`src/rtl/mips_defs.sv`:
```
// rtl/mips_defs.sv - shared MIPS opcode constants, type encodings and decode helpers
package mips_defs;

  localparam logic [5:0] OP_RTYPE = 6'h00;
  localparam logic [5:0] OP_J     = 6'h02;
  localparam logic [5:0] OP_JAL   = 6'h03;
  localparam logic [5:0] OP_BEQ   = 6'h04;
  localparam logic [5:0] OP_BNE   = 6'h05;
  localparam logic [5:0] OP_ANDI  = 6'h0C;
  localparam logic [5:0] OP_ORI   = 6'h0D;
  localparam logic [5:0] OP_XORI  = 6'h0E;
  localparam logic [5:0] OP_LUI   = 6'h0F;
  localparam logic [5:0] OP_LB    = 6'h20;
  localparam logic [5:0] OP_LH    = 6'h21;
  localparam logic [5:0] OP_LW    = 6'h23;
  localparam logic [5:0] OP_LBU   = 6'h24;
  localparam logic [5:0] OP_LHU   = 6'h25;
  localparam logic [5:0] OP_SB    = 6'h28;
  localparam logic [5:0] OP_SH    = 6'h29;
  localparam logic [5:0] OP_SW    = 6'h2B;

  // sll $0,$0,0
  localparam logic [31:0] NOP_WORD = 32'h0000_0000;

  typedef enum logic [1:0] {
    TYPE_R = 2'd0,
    TYPE_I = 2'd1,
    TYPE_J = 2'd2
  } insn_type_e;

  // What the IF/ID register does on the next edge; idle shares the bubble action
  typedef enum logic [1:0] {
    ACT_FLUSH   = 2'd0,
    ACT_HOLD    = 2'd1,
    ACT_BUBBLE  = 2'd2,
    ACT_CAPTURE = 2'd3
  } stage_act_e;

  function automatic logic is_load(input logic [5:0] op);
    return (op == OP_LB) || (op == OP_LH) || (op == OP_LW) ||
           (op == OP_LBU) || (op == OP_LHU);
  endfunction

  // Jumps and LUI carry no rs operand
  function automatic logic reads_rs(input logic [5:0] op);
    return !((op == OP_J) || (op == OP_JAL) || (op == OP_LUI));
  endfunction

  // rt is an operand for R-type ALU ops, compare branches and stores
  function automatic logic reads_rt(input logic [5:0] op);
    return (op == OP_RTYPE) || (op == OP_BEQ) || (op == OP_BNE) ||
           (op == OP_SB) || (op == OP_SH) || (op == OP_SW);
  endfunction

  function automatic logic zero_ext_imm(input logic [5:0] op);
    return (op == OP_ANDI) || (op == OP_ORI) || (op == OP_XORI);
  endfunction

endpackage

```
`src/rtl/load_use_detect.sv`:
```
// rtl/load_use_detect.sv - combinational load-use hazard check between held and incoming instruction
module load_use_detect
  import mips_defs::*;
(
  input  logic [31:0] held_ir_i,
  input  logic        held_valid_i,
  input  logic [31:0] insn_i,
  input  logic        insn_valid_i,
  output logic        hazard_o
);

  logic [5:0] held_op;
  logic [4:0] load_rt;
  logic [5:0] in_op;
  logic [4:0] in_rs;
  logic [4:0] in_rt;
  logic       held_is_load;
  logic       rs_hit;
  logic       rt_hit;
  logic       unused_bits;

  assign held_op = held_ir_i[31:26];
  assign load_rt = held_ir_i[20:16];
  assign in_op   = insn_i[31:26];
  assign in_rs   = insn_i[25:21];
  assign in_rt   = insn_i[20:16];

  // Immediate/rd bits never participate in the dependency check
  assign unused_bits = ^{held_ir_i[25:21], held_ir_i[15:0], insn_i[15:0]};

  // A load into $0 produces nothing, so it can never be a hazard source
  always_comb begin
    held_is_load = held_valid_i && is_load(held_op);
    rs_hit       = reads_rs(in_op) && (in_rs == load_rt);
    rt_hit       = reads_rt(in_op) && (in_rt == load_rt);
    hazard_o     = held_is_load && (load_rt != 5'd0) && insn_valid_i && (rs_hit || rt_hit);
  end

endmodule

```
`src/rtl/decode.sv`:
```
// rtl/decode.sv - PD3 decode stage: IF/ID register, stall/flush/bubble priority and field decode
module decode #(
  parameter logic [31:0] start_addr = 32'h8002_0000,
  parameter logic [31:0] NOP_WORD   = mips_defs::NOP_WORD
) (
  input  logic        clock,
  input  logic        reset_n,
  input  logic [31:0] insn,
  input  logic [31:0] insn_pc,
  input  logic        insn_valid,
  input  logic        stall_in,
  input  logic        flush,
  output logic        stall_out,
  output logic        valid_out,
  output logic [31:0] pc_out,
  output logic [31:0] insn_out,
  output logic [5:0]  opcode,
  output logic [4:0]  rs,
  output logic [4:0]  rt,
  output logic [4:0]  rd,
  output logic [4:0]  shamt,
  output logic [5:0]  funct,
  output logic [31:0] imm_ext,
  output logic [25:0] target,
  output logic [1:0]  insn_type
);

  import mips_defs::*;

  logic [31:0] ir_q, ir_d;
  logic [31:0] pc_q, pc_d;
  logic        valid_q, valid_d;
  logic        hazard;
  stage_act_e  act;
  insn_type_e  type_dec;

  load_use_detect u_load_use_detect (
    .held_ir_i    (ir_q),
    .held_valid_i (valid_q),
    .insn_i       (insn),
    .insn_valid_i (insn_valid),
    .hazard_o     (hazard)
  );

  // Fetch holds whenever this stage will not take the incoming word, except on flush
  assign stall_out = !flush && (stall_in || hazard);

  // Pick the stage action by priority, then form the next register contents
  always_comb begin
    act     = ACT_BUBBLE;
    ir_d    = ir_q;
    pc_d    = pc_q;
    valid_d = valid_q;
    if (flush) begin
      act = ACT_FLUSH;
    end else if (stall_in) begin
      act = ACT_HOLD;
    end else if (hazard) begin
      act = ACT_BUBBLE;
    end else if (insn_valid) begin
      act = ACT_CAPTURE;
    end
    case (act)
      ACT_HOLD: begin
        ir_d    = ir_q;
        pc_d    = pc_q;
        valid_d = valid_q;
      end
      ACT_CAPTURE: begin
        ir_d    = insn;
        pc_d    = insn_pc;
        valid_d = 1'b1;
      end
      default: begin
        ir_d    = NOP_WORD;
        pc_d    = pc_q;
        valid_d = 1'b0;
      end
    endcase
  end

  // IF/ID pipeline register
  always_ff @(posedge clock or negedge reset_n) begin
    if (!reset_n) begin
      ir_q    <= NOP_WORD;
      pc_q    <= start_addr;
      valid_q <= 1'b0;
    end else begin
      ir_q    <= ir_d;
      pc_q    <= pc_d;
      valid_q <= valid_d;
    end
  end

  assign insn_out  = ir_q;
  assign pc_out    = pc_q;
  assign valid_out = valid_q;

  assign opcode = ir_q[31:26];
  assign rs     = ir_q[25:21];
  assign rt     = ir_q[20:16];
  assign rd     = ir_q[15:11];
  assign shamt  = ir_q[10:6];
  assign funct  = ir_q[5:0];
  assign target = ir_q[25:0];

  // Logical immediates zero-extend; everything else sign-extends
  always_comb begin
    imm_ext = {{16{ir_q[15]}}, ir_q[15:0]};
    if (zero_ext_imm(ir_q[31:26])) begin
      imm_ext = {16'h0000, ir_q[15:0]};
    end
  end

  // Classify by opcode: 0 is R, jumps are J, the rest I
  always_comb begin
    type_dec = TYPE_I;
    if (ir_q[31:26] == OP_RTYPE) begin
      type_dec = TYPE_R;
    end else if ((ir_q[31:26] == OP_J) || (ir_q[31:26] == OP_JAL)) begin
      type_dec = TYPE_J;
    end
  end

  assign insn_type = type_dec;

endmodule

```
`config.mk`:
```
export PLATFORM = sky130hd
export DESIGN_NAME = decode
export DESIGN_NICKNAME = d
export VERILOG_FILES = /design/src/rtl/mips_defs.sv /design/src/rtl/load_use_detect.sv /design/src/rtl/decode.sv
export SDC_FILE = /design/constraint.sdc
export NUM_CORES = 1
export LEC_CHECK = 0
export ABC_AREA = 1
export CELL_PAD_IN_SITES_DETAIL_PLACEMENT = 0
export CELL_PAD_IN_SITES_GLOBAL_PLACEMENT = 1
export CORE_MARGIN = 4
export CORE_UTILIZATION = 26
export CTS_CLUSTER_SIZE = 10
export DETAILED_ROUTE_END_ITERATION = 10
export GPL_TIMING_DRIVEN = 1
export HOLD_SLACK_MARGIN = 0.12
export PLACE_DENSITY_LB_ADDON = 0.1
export SLEW_MARGIN = 20
export SYNTH_ARGS = -nofsm -noshare
export SYNTH_HDL_FRONTEND = slang
export SYNTH_SLANG_ARGS = --single-unit
```
`constraint.sdc`:
```
create_clock -name clock -period 2.2 [get_ports clock]
set_clock_uncertainty 0.2 [all_clocks]
set_input_delay 0.44 -clock clock [delete_from_list [all_inputs] [get_ports clock]]
set_output_delay 0.44 -clock clock [all_outputs]
set_load 0.1 [all_outputs]
```
==> results.txt, run 1 <==
----------------------------------------------------
[Layout]
  Area taken by flip-flops and latches ... 1660 sq um
  Number of nets in the layout ... 687
  Area of the multi-input gates ... 1250 sq um
  Area Growth Syn to Fin ... 98.2%
  Inserted Diodes ... 0
  Count of fill cells added during filler insertion ... 1224
  Share of layout cells above drive strength 1 ... 0.411
  Share of the core filled with cells ... 0.528
  Layout Cell Area excl Fill ... 7350 sq um

[Yosys]
  Mapped Cells ... 448
  Yosys reg bits ... 65
  Number of enable flip-flop cells after synthesis ... 0
  Post-Syn Area ... 3710 sq um
  Proportion of netlist area held by the largest area contributor ... 0.425
  Number of nets produced by synthesis ... 517
  Number of unique standard cell types used by synthesis ... 24
  Yosys Warn Count ... 0
  Most common cell in the synthesized netlist ... sky130_fd_sc_hd__nand2_1
  Share of synthesized flip-flops with an asynchronous set or reset ... 1.00
  Post-synth top cells ... sky130_fd_sc_hd__nand2_1 (153), sky130_fd_sc_hd__buf_4 (91), sky130_fd_sc_hd__nand4_1 (66), sky130_fd_sc_hd__dfrtp_1 (63), sky130_fd_sc_hd__inv_1 (13)
  Cell types with the largest area share after synthesis ... sky130_fd_sc_hd__dfrtp_1 (42%), sky130_fd_sc_hd__buf_4 (18%), sky130_fd_sc_hd__nand2_1 (15%), sky130_fd_sc_hd__nand4_1 (11%), sky130_fd_sc_hd__buf_6 (2.1%)
  Post-synthesis sequential area ratio ... 0.439
  Largest area contributor in the netlist ... sky130_fd_sc_hd__dfrtp_1
  Post-synth top flop ... sky130_fd_sc_hd__dfrtp_1
  Average footprint of a synthesized cell ... 8.28 sq um

[Floorplanning]
  Io pins ... 227
  Die width ... 127 um
  Row count ... 43
  Core outline area ... 13900 sq um
  Vertical die dimension ... 127 um
  Floorplan die area ... 16200 sq um
  Initial cell density of the core ... 0.266

[Setup path]
  Critical path endpoint category ... primary output
  Crit-path max cell delay ... 430 ps
  Family of cells with the greatest summed delay on the critical path ... buffers and inverters
  Startpoint Class ... input port
  Arrival time reported for the critical path endpoint ... 1790 ps
  Count of buffer and inverter cells on the critical path ... 2
  Critical-path cell with the highest stage delay ... sky130_fd_sc_hd__clkdlybuf4s50_1
  Start-to-end type of the worst setup path ... in -> out
  Ordered cell list for the critical path ... clkdlybuf4s50_1 -> xor2_1 -> nor2_2 -> nand3_1 -> nand2_1 -> nand2_2 -> a21oi_4 -> buf_12
  Data required time of the critical path ... 1560 ps
  Highest fanout seen on the critical path ... 2

[Timing]
  Tmin final ... 2430 ps
  Worst hold margin ... 224 ps
  Final number of max-transition violations ... 0
  Setup TNS ... -1730 ps
  Worst-margin pin slew ... 506 ps
  Worst relative slew slack ... 0.663
  RSZ-0062 raised after global routing ... yes
  Final setup fails ... 28
  Maximum operating frequency ... 0.412 GHz
  Number of hold violations in the final report ... 0
  Final worst path period share ... 1.10
  Worst Setup Slack, final ... -227 ps

[Clock network]
  Maximum level of the CTS H-tree ... 3
  Num CTS Buffers ... 9
  Sink Count ... 65
  Clock tree buffer depth ... 2
  Clock latency on the worst-skew pair ... 320 ps
  Clock tree from TritonCTS ... done
  Clock transition at the register clock pins on the worst setup and hold paths after CTS ... 60 ps
  Cell chosen for the clock root ... sky130_fd_sc_hd__clkbuf_16

[Placed design]
  RD Place Congestion ... 0.731
  Half-perimeter wire length after detailed placement ... 9350 um
  Dpl cell area ... 6670 sq um
  IO Port Bufs ... 226

[GRT]
  Gr ovfl total ... 0
  Number of antenna violations at the first check in global routing ... 0
  Maximum number of pins on one net before global-route repair ... 66
  Vias in the first global route ... 3422
  First-pass GRT wire length ... 19400 um
  Overall Global Routing Usage ... 0.149

[Routing]
  Total routed wirelength ... 12900 um
  Post-route antenna net violation count ... 0
  Routed length per placed instance ... 16.0 um
  # DRC ... 0
  DRC violation total after the first TritonRoute iteration ... 146
  Via count ... 3561
  Number of detailed-routing iterations run before antenna repair ... 5
  Via count normalized by instance count ... 4.43

[Power]
  Peak supply drop ... 432 uV
  Static Leakage ... 3.52 nW
  Power per cell area ... 748 nW/um^2
  Final Power ... 0.00550 W

[Run]
  Max-cap violations ... 0

[Status]
  Violations in the final reports ... negative setup slack
  Outcome ... complete, but fails checks

[Worst hold path]
  Worst min-delay path category ... in -> reg

----------------------------------------------------
-- what timing repair did --
| action | CTS | global route |
|---|---|---|
| gates cloned | 1 | 4 |
| pin swaps | 6 | 3 |
| gates resized for setup | 20 | 16 |
| buffers inserted | 8 | 11 |
| endpoints found under the setup margin | 25 | 52 |
| hold buffers | 1 | 0 |
| hold endpoints to repair | 63 | 0 |
-- state kept, by name (all words and copies together) (netlist names) --
register   cells
insn_out      32
valid_out      1
pc_out        32
-- cell type report --
type                            instances  share of cell area
Sequential cell                        65               0.226
Clock buffer                           10              0.0325
Timing Repair Buffer                  275               0.517
Inverter                               16             0.00868
Multi-Input combinational cell        251               0.170
Tap cell                              180              0.0306
Clock inverter                          6              0.0155
-- routing by layer --
| metal | GRT usage | routed length, um | share of wire | up-vias |
|---|---|---|---|---|
| met5 | 0 | 0 | 0 | - |
| met4 | 0.0473 | 137 | 0.011 | 0 |
| met3 | 0.0330 | 909 | 0.071 | 12 |
| met2 | 0.250 | 6530 | 0.51 | 156 |
| met1 | 0.192 | 5280 | 0.41 | 1669 |
| li1 | - | - | - | 1724 |
-- power by group --
group | switching [W] | internal (W)
Combinational | 0.00169 | 0.000673
Clock | 0.000549 | 0.00114
Sequential | 0.000119 | 0.00132
-- layout by cell type, fill, tap and decap left out, types with 7 or more instances in the layout --
cell type,count
sky130_fd_sc_hd__inv_1,11
sky130_fd_sc_hd__buf_4,79
sky130_fd_sc_hd__buf_12,115
sky130_fd_sc_hd__dfrtp_1,50
sky130_fd_sc_hd__clkdlybuf4s50_1,53
sky130_fd_sc_hd__nand2_1,153
sky130_fd_sc_hd__dfrtp_4,7
sky130_fd_sc_hd__nand4_1,66
sky130_fd_sc_hd__clkbuf_16,12
sky130_fd_sc_hd__dlygate4sd2_1,11
-- cells by family (layout without fill, tap and decap cells) --
group	after synthesis	count (layout)	share of synthesized area
buf+inv	132	307	0.240
compound gates	5	5	0.00843
flops	65	65	0.439
simple gates	239	239	0.295
xor+xnor	7	7	0.0165
-- worst min-delay path, stage by stage --
cell	delay [ps]
sky130_fd_sc_hd__dlymetal6s2s_1	140
sky130_fd_sc_hd__nand4_1	90
sky130_fd_sc_hd__nand2_1	40
-- final timing paths --
check                                    startpoint                  endpoint  slack, ps  depth (start not counted)
setup / recovery                           insn[24]                 stall_out       -230                          8
hold / removal                             insn[17]  insn_out[17]$_DFFE_PN0P_        220                          3
setup reg to reg           insn_out[16]$_DFFE_PN0P_    pc_out[18]$_DFFE_PN0N_        -10                         11
hold reg to reg               pc_out[6]$_DFFE_PN0N_     pc_out[6]$_DFFE_PN0N_        270                          2
max in group asynchronous                   reset_n  insn_out[19]$_DFFE_PN0P_        970                          3
min in group asynchronous                   reset_n  insn_out[10]$_DFFE_PN0P_        460                          3
-- metrics by stage --
stage                     cells  setup WS, ps
final                       803          -227
after global routing        803          -289
after CTS                   789          -222
after detailed placement    763          -373
after global placement      763          -351
after floorplan             448          -455
Power figures use the tool's default switching activity.
==> run 2: changes to the inputs <==
--- a/config.mk
+++ b/config.mk
@@ -6,6 +6,7 @@
 export NUM_CORES = 1
 export LEC_CHECK = 0
 export ABC_AREA = 1
+export CAP_MARGIN = 20
 export CELL_PAD_IN_SITES_DETAIL_PLACEMENT = 0
 export CELL_PAD_IN_SITES_GLOBAL_PLACEMENT = 1
 export CORE_MARGIN = 4
==> results of run 2 <==
No change in the layout: final DEF, timing and power equal those of run 1.
==> run 3: changes to the inputs <==
--- a/config.mk
+++ b/config.mk
@@ -16,7 +16,7 @@
 export GPL_TIMING_DRIVEN = 1
 export HOLD_SLACK_MARGIN = 0.12
 export PLACE_DENSITY_LB_ADDON = 0.1
-export SLEW_MARGIN = 20
+export REMOVE_ABC_BUFFERS = 1
 export SYNTH_ARGS = -nofsm -noshare
 export SYNTH_HDL_FRONTEND = slang
 export SYNTH_SLANG_ARGS = --single-unit
==> run 3 against run 2 <==
The flow still finishes with violations (negative setup slack). Fmax increased by 3.8%. Critical endpoint unchanged. Total power down 7.2%. Register-to-register slack better by 100 ps. Sequential cell count unchanged. Die area stayed put. Sequential share of layout area is 0.078 points higher. Clock power is 23% lower. Highest routed layer unchanged.
==> results.txt, run 3 (same netlist as run 1, synthesis figures left out) <==
----------------------------------------------------
[Status]
  Violations in the final reports ... negative setup slack
  Outcome ... complete, but fails checks

[Setup path]
  Highest fanout seen on the critical path ... 2 (unchanged)
  Data required time of the critical path ... 1560 ps (about the same)
  Stages on worst setup path ... 6 (-2)
  Critical-path cell with the highest stage delay ... sky130_fd_sc_hd__clkdlybuf4s50_1
  Count of cells along the worst register-to-register path ... 9 (-2)
  Crit-path max cell delay ... 500 ps (+70 ps)
  Ordered cell list for the critical path ... clkdlybuf4s50_1 -> nand4_1 -> nor3_2 -> nand2_2 -> a21oi_4 -> buf_12
  Count of buffer and inverter cells on the critical path ... 2 (unchanged)
  Start-to-end type of the worst setup path ... in -> out
  Startpoint Class ... input port
  Family of cells with the greatest summed delay on the critical path ... buffers and inverters
  Arrival time reported for the critical path endpoint ... 1700 ps (-90 ps)
  Critical path endpoint category ... primary output

[GRT]
  Overall Global Routing Usage ... 0.150 (+0.000792)
  Number of antenna violations at the first check in global routing ... 2 (+2)
  First-pass GRT wire length ... 19600 um (+1.5%)
  Vias in the first global route ... 3736 (+9.2%)
  Maximum number of pins on one net before global-route repair ... 37 (-44%)
  Gr ovfl total ... 0 (unchanged)

[Clock network]
  Clock tree from TritonCTS ... done
  Clock tree buffer depth ... 2 (unchanged)
  Clock transition at the register clock pins on the worst setup and hold paths after CTS ... 50 ps (about the same)
  Maximum level of the CTS H-tree ... 3 (unchanged)
  Sink Count ... 65 (unchanged)
  Num CTS Buffers ... 9 (unchanged)
  Clock latency on the worst-skew pair ... 320 ps (about the same)
  Cell chosen for the clock root ... sky130_fd_sc_hd__clkbuf_16

[Power]
  Pint ... 0.00278 W (-11%)
  Psw ... 0.00232 W (-1.8%)
  Fraction of power spent switching nets ... 0.455 (+0.0251)
  Portion of total power attributed to sequential cells ... 0.280 (+0.018)
  Clock power share ... 0.254 (-0.053)
  Power per cell area ... 709 nW/um^2 (-5.2%)
  Peak supply drop ... 291 uV (-33%)
  Combinational cell fraction of total power ... 0.465 (+0.034)
  Static Leakage ... 3.47 nW (-1.5%)

[Timing]
  RSZ-0062 raised after global routing ... yes
  Worst-margin pin slew ... 446 ps (-59.4 ps)
  Worst relative slew slack ... 0.702 (+0.0396)
  Number of hold violations in the final report ... 0 (unchanged)
  Final setup fails ... 1 (-96%)
  Worst Setup Slack, final ... -139 ps (+88.6 ps)
  Worst hold margin ... 271 ps (+46.6 ps)
  Maximum operating frequency ... 0.428 GHz (+3.8%)
  Tmin final ... 2340 ps (-88.6 ps)
  Final worst path period share ... 1.06 (-0.0403)
  Setup TNS ... -139 ps (+1590 ps)
  Final number of max-transition violations ... 0 (unchanged)

[Layout]
  Most common cell after layout, fill and taps aside ... sky130_fd_sc_hd__nand2_1
  Area Growth Syn to Fin ... 94.0%
  Number of nets in the layout ... 686 (-0.15%)
  Most frequent cells in the layout ... sky130_fd_sc_hd__nand2_1 (152), sky130_fd_sc_hd__buf_12 (122), sky130_fd_sc_hd__buf_4 (80)
  Non-filler instance count after layout ... 803 (unchanged)
  Count of fill cells added during filler insertion ... 1294 (+5.7%)
  Share of the core filled with cells ... 0.516 (-0.0113)
  Share of layout cells above drive strength 1 ... 0.385 (-0.0261)

[Floorplanning]
  Initial cell density of the core ... 0.266 (unchanged)
  Core outline area ... 13900 sq um (unchanged)
  Vertical die dimension ... 127 um (unchanged)
  Io pins ... 227 (unchanged)
  Floorplan die area ... 16200 sq um (unchanged)
  Die width ... 127 um (unchanged)
  Row count ... 43 (unchanged)

[Routing]
  Number of detailed-routing iterations run before antenna repair ... 6 (+1)
  Post-route antenna net violation count ... 0 (unchanged)
  Via count normalized by instance count ... 4.48 (+0.98%)
  Total routed wirelength ... 12200 um (-4.8%)
  Routed length per placed instance ... 15.2 um (-4.8%)
  # DRC ... 0 (unchanged)
  Via count ... 3596 (+0.98%)
  DRC violation total after the first TritonRoute iteration ... 100 (-32%)

[Placed design]
  IO Port Bufs ... 226 (unchanged)
  Half-perimeter wire length after detailed placement ... 9250 um (-1.0%)
  DP Cell Count ... 776 (+1.7%)
  RD Place Congestion ... 0.753 (+3.0%)

[Worst hold path]
  Worst hold stages ... 2 (-1)
  Worst min-delay path category ... reg -> reg

[Run]
  Max-cap violations ... 0 (unchanged)

----------------------------------------------------
run 3: cell type report:
| class | count | area [sq um] | share of cell area |
|---|---|---|---|
| Antenna cell | 2 | 5.00 | 0.000695 |
| Timing Repair Buffer | 274 | 3780 | 0.525 |
| Tap cell | 180 | 225 | 0.0313 |
| Clock inverter | 5 | 31.3 | 0.00435 |
| Sequential cell | 65 | 1630 | 0.227 |
| Clock buffer | 10 | 239 | 0.0332 |
| Multi-Input combinational cell | 251 | 1220 | 0.170 |
| Inverter | 16 | 60.1 | 0.00834 |
run 3: repair_timing:
item,CTS,global route
endpoints found under the setup margin,40,67
hold endpoints to repair,29,0
hold buffers,1,0
gates resized for setup,26,4
pin swaps,8,7
gates cloned,1,0
buffers inserted,4,5
run 3: tightest hold or removal path: stages (launching register included):
cell and delay, ps:
sky130_fd_sc_hd__dfrtp_1 340, sky130_fd_sc_hd__nand2_1 50, sky130_fd_sc_hd__nand2_1 40
run 3: path summary, 6_finish.rpt:
path / start / end / slack [ps]
worst max-delay path: insn_valid / stall_out / -140
worst min-delay path: pc_out[24]$_DFFE_PN0N_ / pc_out[24]$_DFFE_PN0N_ / 270
worst max register to register: insn_out[16]$_DFFE_PN0P_ / pc_out[28]$_DFFE_PN0N_ / 90
worst min register to register: pc_out[24]$_DFFE_PN0N_ / pc_out[24]$_DFFE_PN0N_ / 270
max in group asynchronous: reset_n / pc_out[31]$_DFFE_PN1N_ / 770
min in group asynchronous: reset_n / insn_out[12]$_DFFE_PN0P_ / 420
run 3: layer usage:
metal  vias up  wire (um)  GRT usage
met5         -          0          0
met4         0        190     0.0530
met3        12       1100     0.0497
met2       150       6240      0.258
met1      1717       4720      0.174
li1       1717          -          -
run 3: power by group through the flow:
stage	Sequential (W)	Combinational, W	Clock (W)
6_report	0.00143	0.00237	0.00130
5_1_grt	0.00145	0.00245	0.00140
4_1_cts	0.00143	0.00239	0.00134
3_5_place_dp	0.00145	0.00238	0
3_3_place_gp	0.00145	0.00237	0
2_1_floorplan	0.00265	0.000289	0
run 3: metrics by stage:
step	cell area [sq um]	power [W]	setup WS, ps
after floorplan	2880	0.00294	-10400
after global placement	6800	0.00382	-348
after detailed placement	6800	0.00383	-346
after CTS	7150	0.00516	-175
after global routing	7200	0.00531	-263
final	7200	0.00510	-139
